===== src/rtl/sha256_nonce_sched_if.sv =====
// Core job bus and result stream of the nonce scheduler.
// master = scheduler, slave = core plus result consumer.
interface sha256_nonce_sched_if;
    logic              core_start;
    logic              core_new_hashes;
    logic [15:0][31:0] core_message;
    logic [7:0][31:0]  core_in;
    logic [7:0][31:0]  core_sha;
    logic              core_done;
    logic              res_valid;
    logic              res_ready;
    logic [31:0]       res_nonce;
    logic [7:0][31:0]  res_hash;

    modport master (
        output core_start, core_new_hashes, core_message, core_in,
        input  core_sha, core_done,
        output res_valid, res_nonce, res_hash,
        input  res_ready
    );

    modport slave (
        input  core_start, core_new_hashes, core_message, core_in,
        output core_sha, core_done,
        input  res_valid, res_nonce, res_hash,
        output res_ready
    );
endinterface


===== src/rtl/sha256_nonce_sched.sv =====
// Bitcoin double-SHA256 nonce scheduler: hashes the header midstate once,
// then runs two core jobs per nonce and streams {nonce, digest} results.
module sha256_nonce_sched #(
    parameter int NUM_NONCES = 16,
    parameter int CNT_W      = 17
) (
    input  logic                 clk,
    input  logic                 reset_n,
    input  logic                 start,
    input  logic [19:0][31:0]    header,
    input  logic [31:0]          nonce_base,
    sha256_nonce_sched_if.master bus,
    output logic                 busy,
    output logic                 done
);

    typedef enum logic [3:0] {
        IDLE, P1_GO, P1_WAIT, P2_GO, P2_WAIT,
        P3_GO, P3_WAIT, EMIT, FIN
    } state_t;

    state_t            state, state_d;
    logic [31:0]       cur_nonce;
    logic [CNT_W-1:0]  cnt, cnt_inc;
    logic [7:0][31:0]  mid, h1buf;
    logic [15:0][31:0] p2_msg, p3_msg;
    logic              seen_busy, complete;
    logic              handshake, last;
    logic              unused_nonce_field;

    assign unused_nonce_field = ^header[19];
    assign cnt_inc   = cnt + CNT_W'(1);
    assign last      = (cnt_inc == CNT_W'(NUM_NONCES));
    assign complete  = bus.core_done & seen_busy;
    assign handshake = bus.res_valid & bus.res_ready;
    assign busy      = (state != IDLE);

    // Padded second header block and padded 32-byte digest block
    always_comb begin
        p2_msg      = '0;
        p2_msg[0]   = header[16];
        p2_msg[1]   = header[17];
        p2_msg[2]   = header[18];
        p2_msg[3]   = cur_nonce;
        p2_msg[4]   = 32'h8000_0000;
        p2_msg[15]  = 32'd640;
        p3_msg      = '0;
        p3_msg[7:0] = h1buf;
        p3_msg[8]   = 32'h8000_0000;
        p3_msg[15]  = 32'd256;
    end

    always_comb begin
        state_d = state;
        unique case (state)
            IDLE:    if (start) state_d = P1_GO;
            P1_GO:   if (bus.core_done) state_d = P1_WAIT;
            P1_WAIT: if (complete) state_d = P2_GO;
            P2_GO:   if (bus.core_done) state_d = P2_WAIT;
            P2_WAIT: if (complete) state_d = P3_GO;
            P3_GO:   if (bus.core_done) state_d = P3_WAIT;
            P3_WAIT: if (complete) state_d = EMIT;
            EMIT:    if (handshake) state_d = last ? FIN : P2_GO;
            FIN:     state_d = IDLE;
            default: state_d = IDLE;
        endcase
    end

    always_ff @(posedge clk or negedge reset_n) begin
        if (!reset_n) begin
            state               <= IDLE;
            cur_nonce           <= '0;
            cnt                 <= '0;
            mid                 <= '0;
            h1buf               <= '0;
            seen_busy           <= 1'b0;
            done                <= 1'b0;
            bus.core_start      <= 1'b0;
            bus.core_new_hashes <= 1'b0;
            bus.core_message    <= '0;
            bus.core_in         <= '0;
            bus.res_valid       <= 1'b0;
            bus.res_nonce       <= '0;
            bus.res_hash        <= '0;
        end else begin
            state          <= state_d;
            done           <= (state_d == FIN);
            bus.core_start <= 1'b0;
            unique case (state)
                IDLE: begin
                    if (start) begin
                        cur_nonce <= nonce_base;
                        cnt       <= '0;
                    end
                end
                P1_GO: begin
                    if (bus.core_done) begin
                        bus.core_start      <= 1'b1;
                        bus.core_new_hashes <= 1'b0;
                        bus.core_message    <= header[15:0];
                        seen_busy           <= 1'b0;
                    end
                end
                P2_GO: begin
                    if (bus.core_done) begin
                        bus.core_start      <= 1'b1;
                        bus.core_new_hashes <= 1'b1;
                        bus.core_in         <= mid;
                        bus.core_message    <= p2_msg;
                        seen_busy           <= 1'b0;
                    end
                end
                P3_GO: begin
                    if (bus.core_done) begin
                        bus.core_start      <= 1'b1;
                        bus.core_new_hashes <= 1'b0;
                        bus.core_message    <= p3_msg;
                        seen_busy           <= 1'b0;
                    end
                end
                // done is still high on the start cycle; wait for it to drop
                P1_WAIT: begin
                    if (!bus.core_done) seen_busy <= 1'b1;
                    else if (seen_busy) mid <= bus.core_sha;
                end
                P2_WAIT: begin
                    if (!bus.core_done) seen_busy <= 1'b1;
                    else if (seen_busy) h1buf <= bus.core_sha;
                end
                P3_WAIT: begin
                    if (!bus.core_done) begin
                        seen_busy <= 1'b1;
                    end else if (seen_busy) begin
                        bus.res_hash  <= bus.core_sha;
                        bus.res_nonce <= cur_nonce;
                        bus.res_valid <= 1'b1;
                    end
                end
                EMIT: begin
                    if (handshake) begin
                        bus.res_valid <= 1'b0;
                        cur_nonce     <= cur_nonce + 32'd1;
                        cnt           <= cnt_inc;
                    end
                end
                default: ;
            endcase
        end
    end

endmodule


===== src/flat_wrapper.sv =====
// flat-port wrapper written by rule: the top's interface ports become plain ports
module sha256_nonce_sched_flat 
#(
    parameter int NUM_NONCES = 16,
    parameter int CNT_W      = 17
)
  (clk, reset_n, start, header, nonce_base, busy, done, bus_core_start, bus_core_new_hashes, bus_core_message, bus_core_in, bus_core_sha, bus_core_done, bus_res_valid, bus_res_nonce, bus_res_hash, bus_res_ready);
  sha256_nonce_sched_if bus_i ();
  input  logic clk;
  input  logic reset_n;
  input  logic start;
  input  logic [19:0][31:0] header;
  input  logic [31:0] nonce_base;
  output logic busy;
  output logic done;
  output wire logic [$bits(bus_i.core_start)-1:0] bus_core_start;
  output wire logic [$bits(bus_i.core_new_hashes)-1:0] bus_core_new_hashes;
  output wire logic [$bits(bus_i.core_message)-1:0] bus_core_message;
  output wire logic [$bits(bus_i.core_in)-1:0] bus_core_in;
  input wire logic [$bits(bus_i.core_sha)-1:0] bus_core_sha;
  input wire logic [$bits(bus_i.core_done)-1:0] bus_core_done;
  output wire logic [$bits(bus_i.res_valid)-1:0] bus_res_valid;
  output wire logic [$bits(bus_i.res_nonce)-1:0] bus_res_nonce;
  output wire logic [$bits(bus_i.res_hash)-1:0] bus_res_hash;
  input wire logic [$bits(bus_i.res_ready)-1:0] bus_res_ready;
  assign bus_core_start = bus_i.core_start;
  assign bus_core_new_hashes = bus_i.core_new_hashes;
  assign bus_core_message = bus_i.core_message;
  assign bus_core_in = bus_i.core_in;
  assign bus_i.core_sha = bus_core_sha;
  assign bus_i.core_done = bus_core_done;
  assign bus_res_valid = bus_i.res_valid;
  assign bus_res_nonce = bus_i.res_nonce;
  assign bus_res_hash = bus_i.res_hash;
  assign bus_i.res_ready = bus_res_ready;
  sha256_nonce_sched #(.NUM_NONCES(NUM_NONCES), .CNT_W(CNT_W)) u_core (.clk(clk), .reset_n(reset_n), .start(start), .header(header), .nonce_base(nonce_base), .bus(bus_i), .busy(busy), .done(done));
endmodule

===== config.mk =====
export PLATFORM = sky130hd
export DESIGN_NAME = sha256_nonce_sched_flat
export DESIGN_NICKNAME = d
export VERILOG_FILES = /design/src/rtl/sha256_nonce_sched_if.sv /design/src/rtl/sha256_nonce_sched.sv /design/src/flat_wrapper.sv
export SDC_FILE = /design/constraint.sdc
export NUM_CORES = 2
export LEC_CHECK = 0
export CORE_AREA = 10 10 778 780
export DETAILED_ROUTE_END_ITERATION = 8
export DIE_AREA = 0 0 788 790
export PLACE_DENSITY = 0.3
export RECOVER_POWER = 50
export SETUP_SLACK_MARGIN = 0.02
export SYNTH_ARGS = -nofsm -noshare
export SYNTH_HDL_FRONTEND = slang
export SYNTH_SLANG_ARGS = --single-unit

===== constraint.sdc =====
create_clock -name clk -period 2.2 [get_ports clk]
set_input_delay 0.22 -clock clk [delete_from_list [all_inputs] [get_ports clk]]
set_output_delay 0.22 -clock clk [all_outputs]
set_load 0.05 [all_outputs]

[After elaboration in Yosys (flattened, before gate mapping)]
Cells that the tools add are included.
Word-level totals
  register bits after elaboration: 1626
  word-level logic and storage cells: 130
Cells by class
  $add $sub $neg: 2
  reduce and logical (&&, ||, !) cells: 19
  bitwise logic cells: 2
  muxes and demuxes: 31
  equality and inequality tests: 19
Operators with widths (count)
  $mux 512: 3
  $pmux 512 s3: 1
  $mux 32: 2
  $pmux 32 s2: 1
  $mux 4: 9
  $mux 17: 2
  $pmux 17 s2: 1
  $add 32x1->32 const B: 1
  $pmux 4 s8: 1
  $reduce_and 3->1: 6
  $add 17x1->17 const B: 1
  $eq 17x5->1 const B: 1
  $eq 4x3->1 const B: 4
  $ne 2x2->1 const B: 6
  $eq 4x2->1 const B: 2
  $mux 1: 8
  $ne 2x1->1 const B: 4
  $reduce_and 4->1: 2
  $reduce_bool 2->1: 4
  $pmux 1 s2: 3
  $reduce_or 3->1: 2
  $eq 4x1->1 const B: 1
  $eq 4x4->1 const B: 1
  $logic_not 4->1: 1
  5 further kinds: 6

[Depth between registers and ports, before layout]
  depth after elaboration: 6
  mapped depth: 9
  mapped depth without buffers: 7

[Worst setup path after synthesis]
Ideal clock, no wire load.
  path kind: reg-to-reg
  from: reg u_core.cnt[0]
  to: reg u_core.state[0]
  data arrival time: 2018 ps
  clock period less this slack: 2161 ps
  setup time: 143 ps
  stages on the path, launching flop included: 8
  slack: 39 ps
  cell sequence: dfrtp_1 > ha_1 > nand4_1 > nor4_1 > xnor2_1 > o211ai_1 > nor4b_2 > a22oi_1
Between the ends
  cells in the longest elaborated chain, start to end: 5
RTL lines
  from (decl): RTL line sha256_nonce_sched.sv:24  | logic [CNT_W-1:0] cnt, cnt_inc;
  from (signal assigned): RTL line sha256_nonce_sched.sv:143  | cnt <= cnt_inc;
  $add 17x1->17: RTL line sha256_nonce_sched.sv:32  | assign cnt_inc = cnt + CNT_W'(1);
  $eq 17x5->1: RTL line sha256_nonce_sched.sv:33  | assign last = (cnt_inc == CNT_W'(NUM_NONCES));
  $mux 4 (2 in series): RTL line sha256_nonce_sched.sv:63  | EMIT: if (handshake) state_d = last ? FIN : P2_GO;
  $pmux 4 s8: RTL line sha256_nonce_sched.sv:55  | unique case (state)
  net u_core.state_d[0]: RTL line sha256_nonce_sched.sv:22  | state_t state, state_d;
  to (signal assigned): RTL line sha256_nonce_sched.sv:86  | state <= state_d;
  to (decl): RTL line sha256_nonce_sched.sv:22
The timed path passes the listed nets, and every way through them passes these cells.
A chain may end at the register's enable or synchronous reset.

[Worst setup path in the final report]
  from: reg u_core.state[0]
  to: reg u_core.bus.res_hash[175]
Between the ends
  cells in the longest elaborated chain, start to end: 2
RTL lines
  $eq 4x3->1: RTL line sha256_nonce_sched.sv:89  | unique case (state)
  $reduce_and 3->1 (no line)
  to (signal assigned): RTL line sha256_nonce_sched.sv:134  | bus.res_hash <= bus.core_sha;
  to (decl): RTL line sha256_nonce_sched_if.sv:18  | output res_valid, res_nonce, res_hash,
No other way between the ends.

==> metrics.md <==
| Metric | Value |
|---|---|
| Status | finished with violations |
| Failing checks | setup timing |
| Rows | 282 |
| WL final | 496000 um |
| Initial detailed-routing violation count | between 3000 and 4000 |
| Grt total ovfl | 0 |
| First-pass GRT wire length | about 630000 um |
| CTS tree | built |
| Routed Antenna Nets | 0 |
| Synthesized cell area | ~63000 um2 |
| Nature of the critical path endpoint | flop |
| Crit path setup slack, layout | -0.191 ns |
| Cells on Worst Hold Path | 2 |
| Fmax achieved | between 400 and 500 MHz |
| Worst path top cell family by delay | buffers and inverters |
| Setup crit start kind | flop |
| Routed vias | 53500 |
| Core ar. | 589000 um2 |
| Io pins | between 1500 and 2000 |
| Sequential Area | 40700 um2 |
| Layout fillers | about 64000 |
| Hold wc startpoint | bus_core_sha[190] |
| Avg WL per Cell | 31.8 um |
| Post-synthesis register bit count | 1626 |
| Slew HR | a little over a tenth |
| Reg-to-reg slack, setup | -0.19 ns |
| Mapped Nets | about 5500 |
| Skew final | between 0.08 and 0.09 ns |
| Setup_tns | -49.89 ns |
| Vias in the first global route | about 56000 |
| CP max FO | 28 |
| GPL Wtd Cong | about 0.90 |
| Die Area | slightly above 600000 um2 |
| Commonest non-fill, non-tap cells in the layout | 1616 x dfrtp_1, 925 x mux2_2, 903 x clkdlybuf4s50_1 |
| Ys Warns | 0 |
| Measured slew at the worst slew-check pin | roughly 1.3 ns |
| Post-synth top flop | dfrtp_1 |
| Tcrit/Tclk final | 109% |
| Final HPWL DP | 402000 um |
| EDFF count, synth | 0 |
| Syn avg cell area | around 14 um2 |
| Htree depth | 4 |
| Via-to-Cell Ratio | 3.43 |
| Most common cell after layout, fill and taps aside | dfrtp_1 |
| Area of the multi-input gates | approximately 22000 um2 |
| CP max stage delay | between 0.4 and 0.5 ns |
| Gate count after technology mapping | about 4500 |
| Placed inst area | ~94000 um2 |
| CP Buf/Inv Count | 4 |
| Hold endpoint | u_core.h1buf[190] |
| Layout area overhead | 74.7% |
| Max_cap viols | 0 |
| First-pass detailed-route iteration total | 5 |
| CTS max path bufs | 4 |
| Reg2reg path depth | 7 |
| Starting Density | 10.7% |
| Worst Hold Class | primary input to flop |
| Initial antenna violation count | between 300 and 400 |
| Unique masters post-synth | 55 |
| Layout cell share with drive strength beyond 1 | 30.7% |
| Hold WS | approximately 0.10 ns |
| Worst skew pair latency | between 0.9 and 1 ns |
| Min Tclk post-route | roughly 2.4 ns |
| Pre-CTS WS | -0.699 ns |
| Arrival time at the worst endpoint | approximately 3.2 ns |
| Port Buffers | between 1500 and 2000 |
| Final Instance Area | 110000 um2 |
| Critical Path Slowest Stage Cell | dfrtp_2 |
| Start of the worst register-to-register path | u_core.state[0] |
| Die height | a little under 800 um |
| CP cell instances | buf_6 -> nand4b_1 -> buf_4 -> nor2_4 -> buf_12 -> buf_16 -> mux2_2 |
| Crit Path Class | flop to flop |
| Total track usage | between 10% and 20% |
| Max-slew violations | 0 |
| Root Buffer | clkbuf_16 |
| CTS sink count | 1626 |
| CP required | 2.99 ns |
| Die X | 788 um |
| Fin nets | roughly 8400 |
| Sequential fraction of the synthesis area | 64.5% |
| LEAKAGE | ~0.046 uW |
| Clock transition at path regs | roughly 0.06 ns |
| PwrDens | between 1500 and 2000 nW/um2 |
| Drt drc | 0 |
| Final setup vio count | 747 |
| RSZ-0062 raised after global routing | true |
| Worst VDD drop | about 0.00084 V |
| Fin. Hold Viols | 0 |
| Async S/R FF share, synth | 100% |
| TritonCTS Buffers | ~220 |
| Worst R2R End | u_core.bus.res_hash[175] |
| Pin count of the biggest net entering global routing | 84 |
[through the flow]
| stage | cells | power (uW) | util, % |
|---|---|---|---|
| finish | 15600 | 191000 | 18.7 |
| global route | 15500 | 200000 | 18.7 |
| global placement | 14300 | 154000 | 16.0 |
| floorplan | 4536 | 106000 | - |
| detailed placement | 14300 | 155000 | 16.0 |
| CTS | 15400 | 193000 | 18.5 |
[cell usage after synthesis, types with 3 or more instances]
cell	n	share of area (%)
mux2i_1	6	0.095
a22o_1	254	3.5
buf_4	10	0.12
a31oi_1	132	1.3
nand4_1	12	0.12
buf_1	18	0.11
or3_1	8	0.079
clkbuf_1	171	1.0
and3_1	10	0.099
a21oi_1	44	0.35
nand2_1	209	1.2
o31ai_1	4	0.048
dfrtp_1	1626	64
and4_1	5	0.069
nor3_1	8	0.063
nand3_1	36	0.29
o21ai_0	51	0.40
o22ai_1	5	0.050
nor4_1	6	0.059
xnor2_1	4	0.056
a22oi_1	130	1.5
nor2_1	423	2.5
a221oi_1	127	1.8
mux2_2	1056	19
buf_2	130	1.0
nand4b_1	3	0.042
a32oi_1	10	0.14
[cell type report]
cell class / count / area share (%)
well taps: 7810 / 8.86
multi-input cells: 2577 / 19.8
flip-flops and latches: 1626 / 36.9
clock buffers: 332 / 6.00
inverters: 4 / 0.0250
diodes: 96 / 0.218
repair buffers: 3061 / 27.4
clock inverters: 72 / 0.796
[worst max path at each step]
| stage | to | startpoint | slack (ns) | depth (start not counted) |
|---|---|---|---|---|
| 5_1_grt | u_core.bus.res_hash[158] | u_core.state[0] | -0.25 | 7 |
| 3_3_place_gp | u_core.mid[233] | bus_core_done | -0.71 | 6 |
| 6_report | u_core.bus.res_hash[175] | u_core.state[0] | -0.19 | 7 |
| 2_1_floorplan | u_core.state[0] | u_core.cnt[0] | 0.04 | 7 |
| 4_1_cts | u_core.bus.core_message[439] | u_core.state[0] | -0.23 | 8 |
| 3_5_place_dp | u_core.mid[183] | bus_core_done | -0.70 | 6 |
[registers in the layout (all words and copies together) (netlist names), 4 cells and up]
name                     flops
u_core.bus.core_in         256
u_core.bus.core_message    512
u_core.bus.res_hash        256
u_core.bus.res_nonce        32
u_core.cnt                  17
u_core.cur_nonce            32
u_core.h1buf               256
u_core.mid                 256
u_core.state                 4
[metal layers]
layer | track usage (%) | vias to the layer above | routed length [um]
met2 | 26.0 | 2169 | 242000
met3 | 4.02 | 684 | 33800
met1 | 18.5 | 28000 | 206000
li1 | - | 22600 | -
met5 | 0 | - | 409
met4 | 3.43 | 74 | 13300
[logic make-up after synthesis]
logic type / after synthesis / synth area share, %
flops: 1626 / 64.5
mux: 1062 / 18.9
compound gates: 772 / 9.34
simple gates: 735 / 4.81
buf+inv: 333 / 2.30
xor+xnor: 6 / 0.0833
fa+ha+maj: 2 / 0.0397
[power by group]
part / switching [uW] / internal (uW) / leakage [uW] / total [uW]
combinational: 66900 / 31800 / 0.0229 / 98700
sequential: 10200 / 44600 / 0.0196 / 54800
clock: 15800 / 22000 / 0.00368 / 37800
[timing repair]
action	4_1_cts	5_1_grt
gates resized for setup	1117	167
pin swaps	23	10
hold endpoints to repair	2124	0
hold buffers	648	0
cloned	16	19
setup endpoints to repair	2224	1955
buffers inserted	41	21
Note: power is estimated with default switching activity, not from simulation.
